**config.mk**
```make
export PLATFORM = sky130hd
export DESIGN_NAME = cla_pipe_adder
export DESIGN_NICKNAME = d
export VERILOG_FILES = /design/src/rtl/cla_pkg.sv /design/src/rtl/cla_block.sv /design/src/rtl/cla_pipe_adder.sv
export SDC_FILE = /design/constraint.sdc
export NUM_CORES = 1
export LEC_CHECK = 0
export BUFFER_PORTS_ARGS = -buffer_cell sky130_fd_sc_hd__buf_2
export CORE_ASPECT_RATIO = 1.5
export CORE_MARGIN = 4
export CORE_UTILIZATION = 35
export CTS_BUF_LIST = sky130_fd_sc_hd__clkbuf_16
export DETAILED_ROUTE_END_ITERATION = 16
export SLEW_MARGIN = 5
export SYNTH_ARGS = -nofsm -noshare
export SYNTH_HDL_FRONTEND = slang
export SYNTH_HIERARCHICAL = 1
export SYNTH_SLANG_ARGS = --single-unit
```
**constraint.sdc**
```tcl
create_clock -name clk -period 6.02 [get_ports clk]
set_input_delay 0 -clock clk [delete_from_list [all_inputs] [get_ports clk]]
set_output_delay 0 -clock clk [all_outputs]
set_load 0.01 [all_outputs]
```
**src/rtl/cla_pkg.sv**
```systemverilog
// rtl/cla_pkg.sv - shared constants, stage-record type and helpers for the pipelined CLA
//
// Purpose : common definitions for cla_pipe_adder and cla_block.
// Contents: default WIDTH/BLOCK, clog2 helper, and the per-stage control record.
//           The control record is width independent; the wide per-stage fields
//           (partial sum, remaining operands) live beside it in the top.

package cla_pkg;

    localparam int CLA_WIDTH = 16;
    localparam int CLA_BLOCK = 4;

    // Control portion of one pipeline stage record.
    //   valid : stage holds a live transaction
    //   carry : pending carry into the group this stage resolves
    //   a_msb : sign bit of operand a
    //   b_msb : sign bit of the effective operand b (inverted when subtracting)
    typedef struct packed {
        logic valid;
        logic carry;
        logic a_msb;
        logic b_msb;
    } cla_ctrl_t;

    function automatic int clog2(input int value);
        int result;
        int remaining;
        result    = 0;
        remaining = value - 1;
        while (remaining > 0) begin
            result    = result + 1;
            remaining = remaining >> 1;
        end
        return result;
    endfunction

endpackage

```
**src/rtl/cla_block.sv**
```systemverilog
// rtl/cla_block.sv - combinational BLOCK-bit carry-lookahead group
//
// Purpose : resolves one lookahead group of the pipelined adder.
// Ports   : a, b  [BLOCK-1:0] group operand bits
//           cin               carry into the group's bit 0
//           s     [BLOCK-1:0] group sum bits
//           g, p              group generate / propagate
//           cout              carry out of the group's top bit

module cla_block
    import cla_pkg::*;
#(
    parameter int BLOCK = CLA_BLOCK
) (
    input  logic [BLOCK-1:0] a,
    input  logic [BLOCK-1:0] b,
    input  logic             cin,
    output logic [BLOCK-1:0] s,
    output logic             g,
    output logic             p,
    output logic             cout
);

    always_comb begin
        logic carry;
        logic gen_i;
        logic prop_i;
        logic grp_g;
        logic grp_p;

        s     = '0;
        carry = cin;
        grp_g = 1'b0;
        grp_p = 1'b1;
        for (int i = 0; i < BLOCK; i++) begin
            gen_i  = a[i] & b[i];
            prop_i = a[i] ^ b[i];
            s[i]   = prop_i ^ carry;
            carry  = gen_i | (prop_i & carry);
            // Group terms fold upward from bit 0: the group generates if bit i
            // generates, or bit i propagates a carry generated below it.
            grp_g  = gen_i | (prop_i & grp_g);
            grp_p  = grp_p & prop_i;
        end
        g    = grp_g;
        p    = grp_p;
        cout = carry;
    end

endmodule

```
**src/rtl/cla_pipe_adder.sv**
```systemverilog
// rtl/cla_pipe_adder.sv - pipelined carry-lookahead adder with valid/ready streaming
//
// Purpose : WIDTH-bit adder split into BLOCK-bit lookahead groups, one group
//           resolved per pipeline stage, carry registered between stages.
//           Bubble-collapsing handshake with full backpressure.
// Ports   : clk, rst_n (synchronous, active low)
//           in_valid / in_ready, a, b, carry_in      input stream
//           sub (only with CLA_PIPE_SUB_EN)          a + ~b + 1, carry_in ignored
//           out_valid / out_ready, sum, carry_out,
//           overflow                                 output stream
// Config  : define CLA_PIPE_SUB_EN to add the subtract control input.
// WIDTH must be a multiple of BLOCK.

module cla_pipe_adder
    import cla_pkg::*;
#(
    parameter int WIDTH = CLA_WIDTH,
    parameter int BLOCK = CLA_BLOCK
) (
    input  logic             clk,
    input  logic             rst_n,
    input  logic             in_valid,
    output logic             in_ready,
    input  logic [WIDTH-1:0] a,
    input  logic [WIDTH-1:0] b,
    input  logic             carry_in,
`ifdef CLA_PIPE_SUB_EN
    input  logic             sub,
`endif
    output logic             out_valid,
    input  logic             out_ready,
    output logic [WIDTH-1:0] sum,
    output logic             carry_out,
    output logic             overflow
);

    localparam int STAGES = WIDTH / BLOCK;

    // Stage records: control bits plus wide partial-sum / operand fields.
    cla_ctrl_t        ctrl_q [STAGES];
    cla_ctrl_t        ctrl_d [STAGES];
    logic [WIDTH-1:0] a_q    [STAGES];
    logic [WIDTH-1:0] a_d    [STAGES];
    logic [WIDTH-1:0] b_q    [STAGES];
    logic [WIDTH-1:0] b_d    [STAGES];
    logic [WIDTH-1:0] psum_q [STAGES];
    logic [WIDTH-1:0] psum_d [STAGES];

    logic             out_valid_q, out_valid_d;
    logic [WIDTH-1:0] sum_q, sum_d;
    logic             carry_out_q, carry_out_d;
    logic             overflow_q, overflow_d;

    // go[k]: stage k's content may move forward this cycle.
    logic [STAGES-1:0] go;

    logic [BLOCK-1:0] blk_s    [STAGES];
    logic             blk_g    [STAGES];
    logic             blk_p    [STAGES];
    logic             blk_cout [STAGES];

    logic [WIDTH-1:0] b_eff;
    logic             cin_eff;

`ifdef CLA_PIPE_SUB_EN
    assign b_eff   = sub ? ~b : b;
    assign cin_eff = sub ? 1'b1 : carry_in;
`else
    assign b_eff   = b;
    assign cin_eff = carry_in;
`endif

    // One lookahead group per stage; each sees only its own operand slice
    // and the carry registered by the stage before it.
    for (genvar k = 0; k < STAGES; k++) begin : g_stage
        cla_block #(
            .BLOCK (BLOCK)
        ) u_blk (
            .a    (a_q[k][k*BLOCK +: BLOCK]),
            .b    (b_q[k][k*BLOCK +: BLOCK]),
            .cin  (ctrl_q[k].carry),
            .s    (blk_s[k]),
            .g    (blk_g[k]),
            .p    (blk_p[k]),
            .cout (blk_cout[k])
        );
    end

    // Ready chain, combinational from out_ready back to in_ready.
    always_comb begin
        logic chain;
        go            = '0;
        chain         = !out_valid_q || out_ready;
        go[STAGES-1]  = chain;
        for (int k = STAGES - 2; k >= 0; k--) begin
            chain = !ctrl_q[k+1].valid || chain;
            go[k] = chain;
        end
    end

    assign in_ready = !ctrl_q[0].valid || go[0];

    always_comb begin
        logic [WIDTH-1:0] final_sum;

        ctrl_d      = ctrl_q;
        a_d         = a_q;
        b_d         = b_q;
        psum_d      = psum_q;
        out_valid_d = out_valid_q;
        sum_d       = sum_q;
        carry_out_d = carry_out_q;
        overflow_d  = overflow_q;

        // Stage 0 captures the input; sign bits are taken from the effective
        // operands so overflow follows ~b when subtracting.
        if (in_ready) begin
            ctrl_d[0].valid = in_valid;
            if (in_valid) begin
                a_d[0]          = a;
                b_d[0]          = b_eff;
                psum_d[0]       = '0;
                ctrl_d[0].carry = cin_eff;
                ctrl_d[0].a_msb = a[WIDTH-1];
                ctrl_d[0].b_msb = b_eff[WIDTH-1];
            end
        end

        // Intermediate groups: carry into the next stage uses the group G/P.
        for (int k = 1; k < STAGES; k++) begin
            if (go[k-1]) begin
                ctrl_d[k].valid = ctrl_q[k-1].valid;
                if (ctrl_q[k-1].valid) begin
                    a_d[k]                           = a_q[k-1];
                    b_d[k]                           = b_q[k-1];
                    psum_d[k]                        = psum_q[k-1];
                    psum_d[k][(k-1)*BLOCK +: BLOCK]  = blk_s[k-1];
                    ctrl_d[k].carry = blk_g[k-1] | (blk_p[k-1] & ctrl_q[k-1].carry);
                    ctrl_d[k].a_msb = ctrl_q[k-1].a_msb;
                    ctrl_d[k].b_msb = ctrl_q[k-1].b_msb;
                end
            end
        end

        // Last group completes the sum; its carry out is the adder carry out.
        final_sum                               = psum_q[STAGES-1];
        final_sum[(STAGES-1)*BLOCK +: BLOCK]    = blk_s[STAGES-1];

        // Output registers only load when not stalled, which keeps
        // sum/carry_out/overflow stable while out_valid && !out_ready.
        if (go[STAGES-1]) begin
            out_valid_d = ctrl_q[STAGES-1].valid;
            if (ctrl_q[STAGES-1].valid) begin
                sum_d       = final_sum;
                carry_out_d = blk_cout[STAGES-1];
                overflow_d  = (ctrl_q[STAGES-1].a_msb == ctrl_q[STAGES-1].b_msb) &&
                              (final_sum[WIDTH-1] != ctrl_q[STAGES-1].a_msb);
            end
        end
    end

    always_ff @(posedge clk) begin
        if (!rst_n) begin
            for (int k = 0; k < STAGES; k++) begin
                ctrl_q[k] <= '0;
            end
            out_valid_q <= 1'b0;
            sum_q       <= '0;
            carry_out_q <= 1'b0;
            overflow_q  <= 1'b0;
        end else begin
            ctrl_q      <= ctrl_d;
            a_q         <= a_d;
            b_q         <= b_d;
            psum_q      <= psum_d;
            out_valid_q <= out_valid_d;
            sum_q       <= sum_d;
            carry_out_q <= carry_out_d;
            overflow_q  <= overflow_d;
        end
    end

    assign out_valid = out_valid_q;
    assign sum       = sum_q;
    assign carry_out = carry_out_q;
    assign overflow  = overflow_q;

endmodule

```
==> results of run 1 <==
state kept, by name (all words and copies together) (netlist names):
name	count
b_q	40
sum	16
out_valid	1
carry_out	1
psum_q	24
ctrl_q	16
overflow	1
a_q	40
worst paths after layout:
check	from	to	slack, ns	cells after the start
max	b_q[12]	overflow	3.39	11
min	out_ready	ctrl_q[7]	0.03	3
max reg2reg	b_q[12]	overflow	3.39	11
min reg2reg	psum_q[22]	psum_q[6]	0.41	0
power by group through the flow:
stage / Sequential [mW] / Clock [mW] / Combinational (mW)
6_report: 1.07 / 1.00 / 0.0836
5_1_grt: 1.07 / 1.07 / 0.0966
4_1_cts: 1.07 / 1.03 / 0.0857
3_5_place_dp: 1.09 / 0 / 0.0671
3_3_place_gp: 1.09 / 0 / 0.0638
2_1_floorplan: 1.09 / 0 / 0.0399
through the flow:
stage	instance area, um2	util	total power, mW
after floorplan	5240	-	1.13
after global placement	5740	0.393	1.15
after detailed placement	5740	0.393	1.16
after CTS	6690	0.458	2.19
after global routing	6690	0.458	2.24
final	6690	0.458	2.16
area by class of cell:
type	instances	area share
Sequential cell	139	0.572
Clock buffer	17	0.0636
Clock inverter	15	0.0232
Multi-Input combinational cell	153	0.180
Timing Repair Buffer	97	0.102
Inverter	42	0.0236
Tap cell	196	0.0367
cells in the final DEF (no fill, tap or decap), types with 4 or more instances in the layout:
cell,n
a21oi_1,35
buf_2,56
buf_4,4
clkbuf_16,17
clkinv_2,6
dfxtp_1,35
dlygate4sd3_1,37
edfxtp_1,104
fa_1,16
ha_1,12
inv_1,42
mux2i_1,6
nand2_1,14
nand3_1,19
o21ai_0,17
o21ai_1,5
metal layers:
metal  up-vias  track usage  wire, um
met1      1372        0.102      2990
met3         9       0.0326       295
met5         -            0         0
met4         0       0.0487       133
li1       1438            -         -
met2        49        0.195      4670
critical path, delay by kind of cell (launching register included):
kind          cells  cell delay [ns]
fa+ha+maj         4             1.33
simple gates      3             0.46
flops             1             0.36
buf+inv           4             0.31
what timing repair did:
item | in CTS | in global routing
hold endpoints to repair | 41 | 0
resized for setup | 0 | 0
hold buffers | 37 | 0
==> metrics.txt, run 1 <==
remaining global-route overflow 0; Setup Skew 0.00685 ns; synthesis-to-finish area growth 27.6%; outcome finished, final reports clean; Filler cells 1,350; drc violations 0; first-pass GRT wire length 13,600 um; die area 0.0170 mm2; ANT cells 0; core area 0.0146 mm2; CP cell instances inv_1 -> fa_1 -> inv_1 -> fa_1 -> fa_1 -> inv_1 -> fa_1 -> inv_1 -> and3b_1 -> nor4_1 -> nor3_1; count of final hold-check violations 0; Hold Crit Class in2reg; Mapped Cells 347; clock-pin slew on the worst setup and hold paths 0.06 ns; P_int 1.74 mW; antenna violations before repair 0; smallest hold slack 0.0299 ns; max incr delay on CP 0.40 ns; worst path arrival time 2.87 ns; P per Cell Area 322 mW/mm2; largest net degree at the start of global routing 33; worst vdd ir 0.000234 V; sequential share of power 0.497; CTS tree done; RD Place Congestion 0.789; vias post-DR 2,868; TritonCTS Buffers 17; slowest CP cell fa_1; total track usage 0.104; Tmin final 2.63 ns; Final Non-Filler Cells 659; Syn. warnings 6; Pre-antenna DRT Iters 4; worst-margin pin slew 1.02 ns; cell row count 54; RSZ-0062 raised after global routing no; Post-CTS Setup Inserts 0; Synth Area per Inst 15.1 um2; Setup TNS 0 ns; footprint of the multi-input gates 0.00120 mm2; WL final 8090 um; CTS root buffer clkbuf_16; Logic pwr share 0.039; Cell Area, Synth 0.00524 mm2; max_slew headroom 0.320; Pins Over Slew Limit 0; Initial Util 0.359; CP Capture Type flop; setup ws final 3.39 ns; H-tree Lvls 4; IO Port Bufs 56; vias in the first global route 2,939; Die H 158 um; Detail Placement HPWL 5850 um; Sink Count 139; placed cell count 590; MaxCap Viol Count 0; Fmax 381 MHz; critical path type reg2reg; CTS Buffer Depth 2; switching share of power 0.190; Tcrit/Tclk final 0.436; Ports 57; Lkg Pwr 2.60 nW; Clk Latency, worst-skew pair 0.40 ns; crit-path max FO 3; CP startpoint kind flop; Synthesized Nets 412; DR vias/cell 4.35; Starting DRT DRC Count 81; drt wl/cell 12.3 um; Switch Pwr 0.411 mW; # setup viols final 0; power share of the clock group 0.464; nets 515; Placement Setup Slack 3.41 ns; DRT antenna net count 0; sequential standard cell area 0.00382 mm2; Worst Path Required 6.26 ns; share of cells above drive strength 1 0.210; Die Wd 108 um
Power figures use the tool's default switching activity.
==> run 2, diff against run 1 <==
==> constraint.sdc (replaced) <==
create_clock -name clk -period 2.7 [get_ports clk]
set_input_delay 0 -clock clk [delete_from_list [all_inputs] [get_ports clk]]
set_output_delay 0 -clock clk [all_outputs]
set_load 0.01 [all_outputs]
==> run 2 against run 1 <==
Non-clock buffer count is 4 higher. Cell area is 1.4% higher. Highest routed layer unchanged. Largest cell class unchanged. Power grew 130%. Sequential share of layout area is 0.77 points lower. Die area did not move. Utilization rose by 0.63 points. Combinational power up 130%.
==> metrics.txt, run 2 (same netlist as run 1, synthesis figures left out) <==
outcome finished, final reports clean (unchanged); nets 519 (was 515); P_int 4.01 mW (was 1.74 mW); H-tree Lvls 4 (unchanged); Lkg Pwr 2.66 nW (was 2.60 nW); MaxCap Viol Count 0 (unchanged); Ports 57 (unchanged); largest registers a_q x40, b_q x40, psum_q x24 (unchanged); worst vdd ir 0.000369 V (was 0.000234 V); WL final 8360 um (was 8090 um); Detail Placement HPWL 5920 um (was 5850 um); ANT cells 0 (unchanged); crit-path max FO 3 (unchanged); WP depth 11 (unchanged); clock-pin slew on the worst setup and hold paths 0.06 ns (about the same); DRT antenna net count 0 (unchanged); power share of the clock group 0.479 (was 0.464); max_slew headroom 0.567 (was 0.320); TritonCTS Buffers 17 (unchanged); Overall Power 4.95 mW (was 2.16 mW); sequential share of power 0.483 (was 0.497); critical path type reg2reg (unchanged); Logic pwr share 0.038 (was 0.039); synthesis-to-finish area growth 29.3% (was 27.6%); DR vias/cell 4.40 (was 4.35); largest net degree at the start of global routing 33 (unchanged); Critical Path End overflow (unchanged); Switch Pwr 0.941 mW (was 0.411 mW); die area 0.0170 mm2 (unchanged); CTS tree done (unchanged); Tcrit/Tclk final 0.941 (was 0.436); Setup Skew 0.00850 ns (was 0.00685 ns); count of final hold-check violations 0 (unchanged); commonest non-fill, non-tap cell in the layout edfxtp_1 (unchanged); Filler cells 1,342 (was 1,350); Pins Over Slew Limit 0 (unchanged); CP cell instances inv_1 -> fa_1 -> inv_1 -> fa_1 -> fa_1 -> inv_1 -> fa_1 -> inv_1 -> and3b_1 -> nor4_2 -> nor3_2 (was inv_1 -> fa_1 -> inv_1 -> fa_1 -> fa_1 -> inv_1 -> fa_1 -> inv_1 -> and3b_1 -> nor4_1 -> nor3_1); Register-to-Register Path Depth 11 (unchanged); # setup viols final 0 (unchanged); worst reg2reg setup slack 0.16 ns (was 3.39 ns); Tmin final 2.54 ns (was 2.63 ns); most frequent cells in the layout edfxtp_1, buf_2, inv_1, dlygate4sd3_1 (unchanged); first-pass GRT wire length 14,200 um (was 13,600 um); remaining global-route overflow 0 (unchanged); drt wl/cell 12.6 um (was 12.3 um); switching share of power 0.190 (about the same); reg-to-reg endpoint overflow (unchanged); post-route cell area 0.00678 mm2 (was 0.00669 mm2); Initial Util 0.359 (unchanged); vias post-DR 2,917 (was 2,868); slowest CP cell fa_1 (unchanged); Clk Latency, worst-skew pair 0.41 ns (was 0.40 ns); antenna violations before repair 0 (unchanged); CP delay by family, top adder cells (unchanged); cell row count 54 (unchanged); max incr delay on CP 0.40 ns (about the same); crit path launch a_q[12] (was b_q[12]); worst-margin pin slew 0.650 ns (was 1.02 ns); Die H 158 um (unchanged); CTS root buffer clkbuf_16 (unchanged); Buf+Inv Stages, Crit Path 4 (unchanged); Die Wd 108 um (unchanged); Hold Crit Class in2reg (unchanged); Sink Count 139 (unchanged); worst path arrival time 2.82 ns (was 2.87 ns); core area 0.0146 mm2 (unchanged); CP Capture Type flop (unchanged); P per Cell Area 730 mW/mm2 (was 322 mW/mm2); RD Place Congestion 0.761 (was 0.789); Pre-antenna DRT Iters 4 (unchanged); origin of the critical flop-to-flop path a_q[12] (was b_q[12]); drc violations 0 (unchanged); IO Port Bufs 56 (unchanged); total track usage 0.109 (was 0.104); Starting DRT DRC Count 102 (was 81); Placed Area 0.00576 mm2 (was 0.00574 mm2); CP startpoint kind flop (unchanged); share of cells above drive strength 1 0.218 (was 0.210); CTS Buffer Depth 2 (unchanged); vias in the first global route 3,052 (was 2,939); Fmax 394 MHz (was 381 MHz); Worst Path Required 2.98 ns (was 6.26 ns)
run 2: worst min path at each step:
| stage | from | to | slack [ns] | depth (start not counted) |
|---|---|---|---|---|
| 2_1_floorplan | a[0] | a_q[48] | 0.1 | 0 |
| 3_3_place_gp | b[7] | b_q[55] | 0.18 | 1 |
| 3_5_place_dp | a[5] | a_q[53] | 0.18 | 1 |
| 4_1_cts | out_ready | ctrl_q[7] | 0.04 | 3 |
| 5_1_grt | out_ready | ctrl_q[7] | 0.08 | 3 |
| 6_report | out_ready | ctrl_q[7] | 0.06 | 3 |
run 2: power by group through the flow:
stage	Combinational [mW]	Clock, mW	Sequential (mW)
floorplan	0.0894	0	2.43
global placement	0.143	0	2.43
detailed placement	0.148	0	2.44
CTS	0.192	2.43	2.39
global route	0.217	2.54	2.40
finish	0.189	2.37	2.39
run 2: what timing repair did:
action                     CTS  global route
setup buffers                0             0
hold endpoints to repair    41             0
hold buffers                38             0
gates resized for setup      0             3
setup endpoints to repair    0             1
run 2: cell type report:
type                            count  area [um2]  share of cell area
Clock inverter                     13         148              0.0218
Inverter                           42         158              0.0232
Timing Repair Buffer              101         713               0.105
Tap cell                          196         245              0.0362
Clock buffer                       19         475              0.0701
Multi-Input combinational cell    153        1220               0.180
Sequential cell                   139        3820               0.564
run 2: layer usage:
metal / share of wire / global-route usage / routed length (um)
met5: 0 / 0 / 0
met4: 0.022 / 0.0590 / 181
met3: 0.054 / 0.0384 / 450
met2: 0.56 / 0.195 / 4680
met1: 0.36 / 0.109 / 3040
run 2: worst min-delay path: stages:
cell and delay [ns]:
buf_2 0.13, nand4b_4 0.20, a21oi_1 0.08
run 2: metrics by stage:
stage | instances | utilization | setup WS (ns) | hold slack (ns) | TNS (ns)
floorplan | 347 | - | 0.238 | 0.0989 | 0
global placement | 593 | 0.395 | 0.186 | 0.179 | 0
detailed placement | 593 | 0.395 | 0.0716 | 0.178 | 0
CTS | 663 | 0.464 | 0.0777 | 0.0366 | 0
global route | 663 | 0.465 | -0.0135 | 0.0754 | -0.0135
finish | 663 | 0.465 | 0.159 | 0.0621 | 0
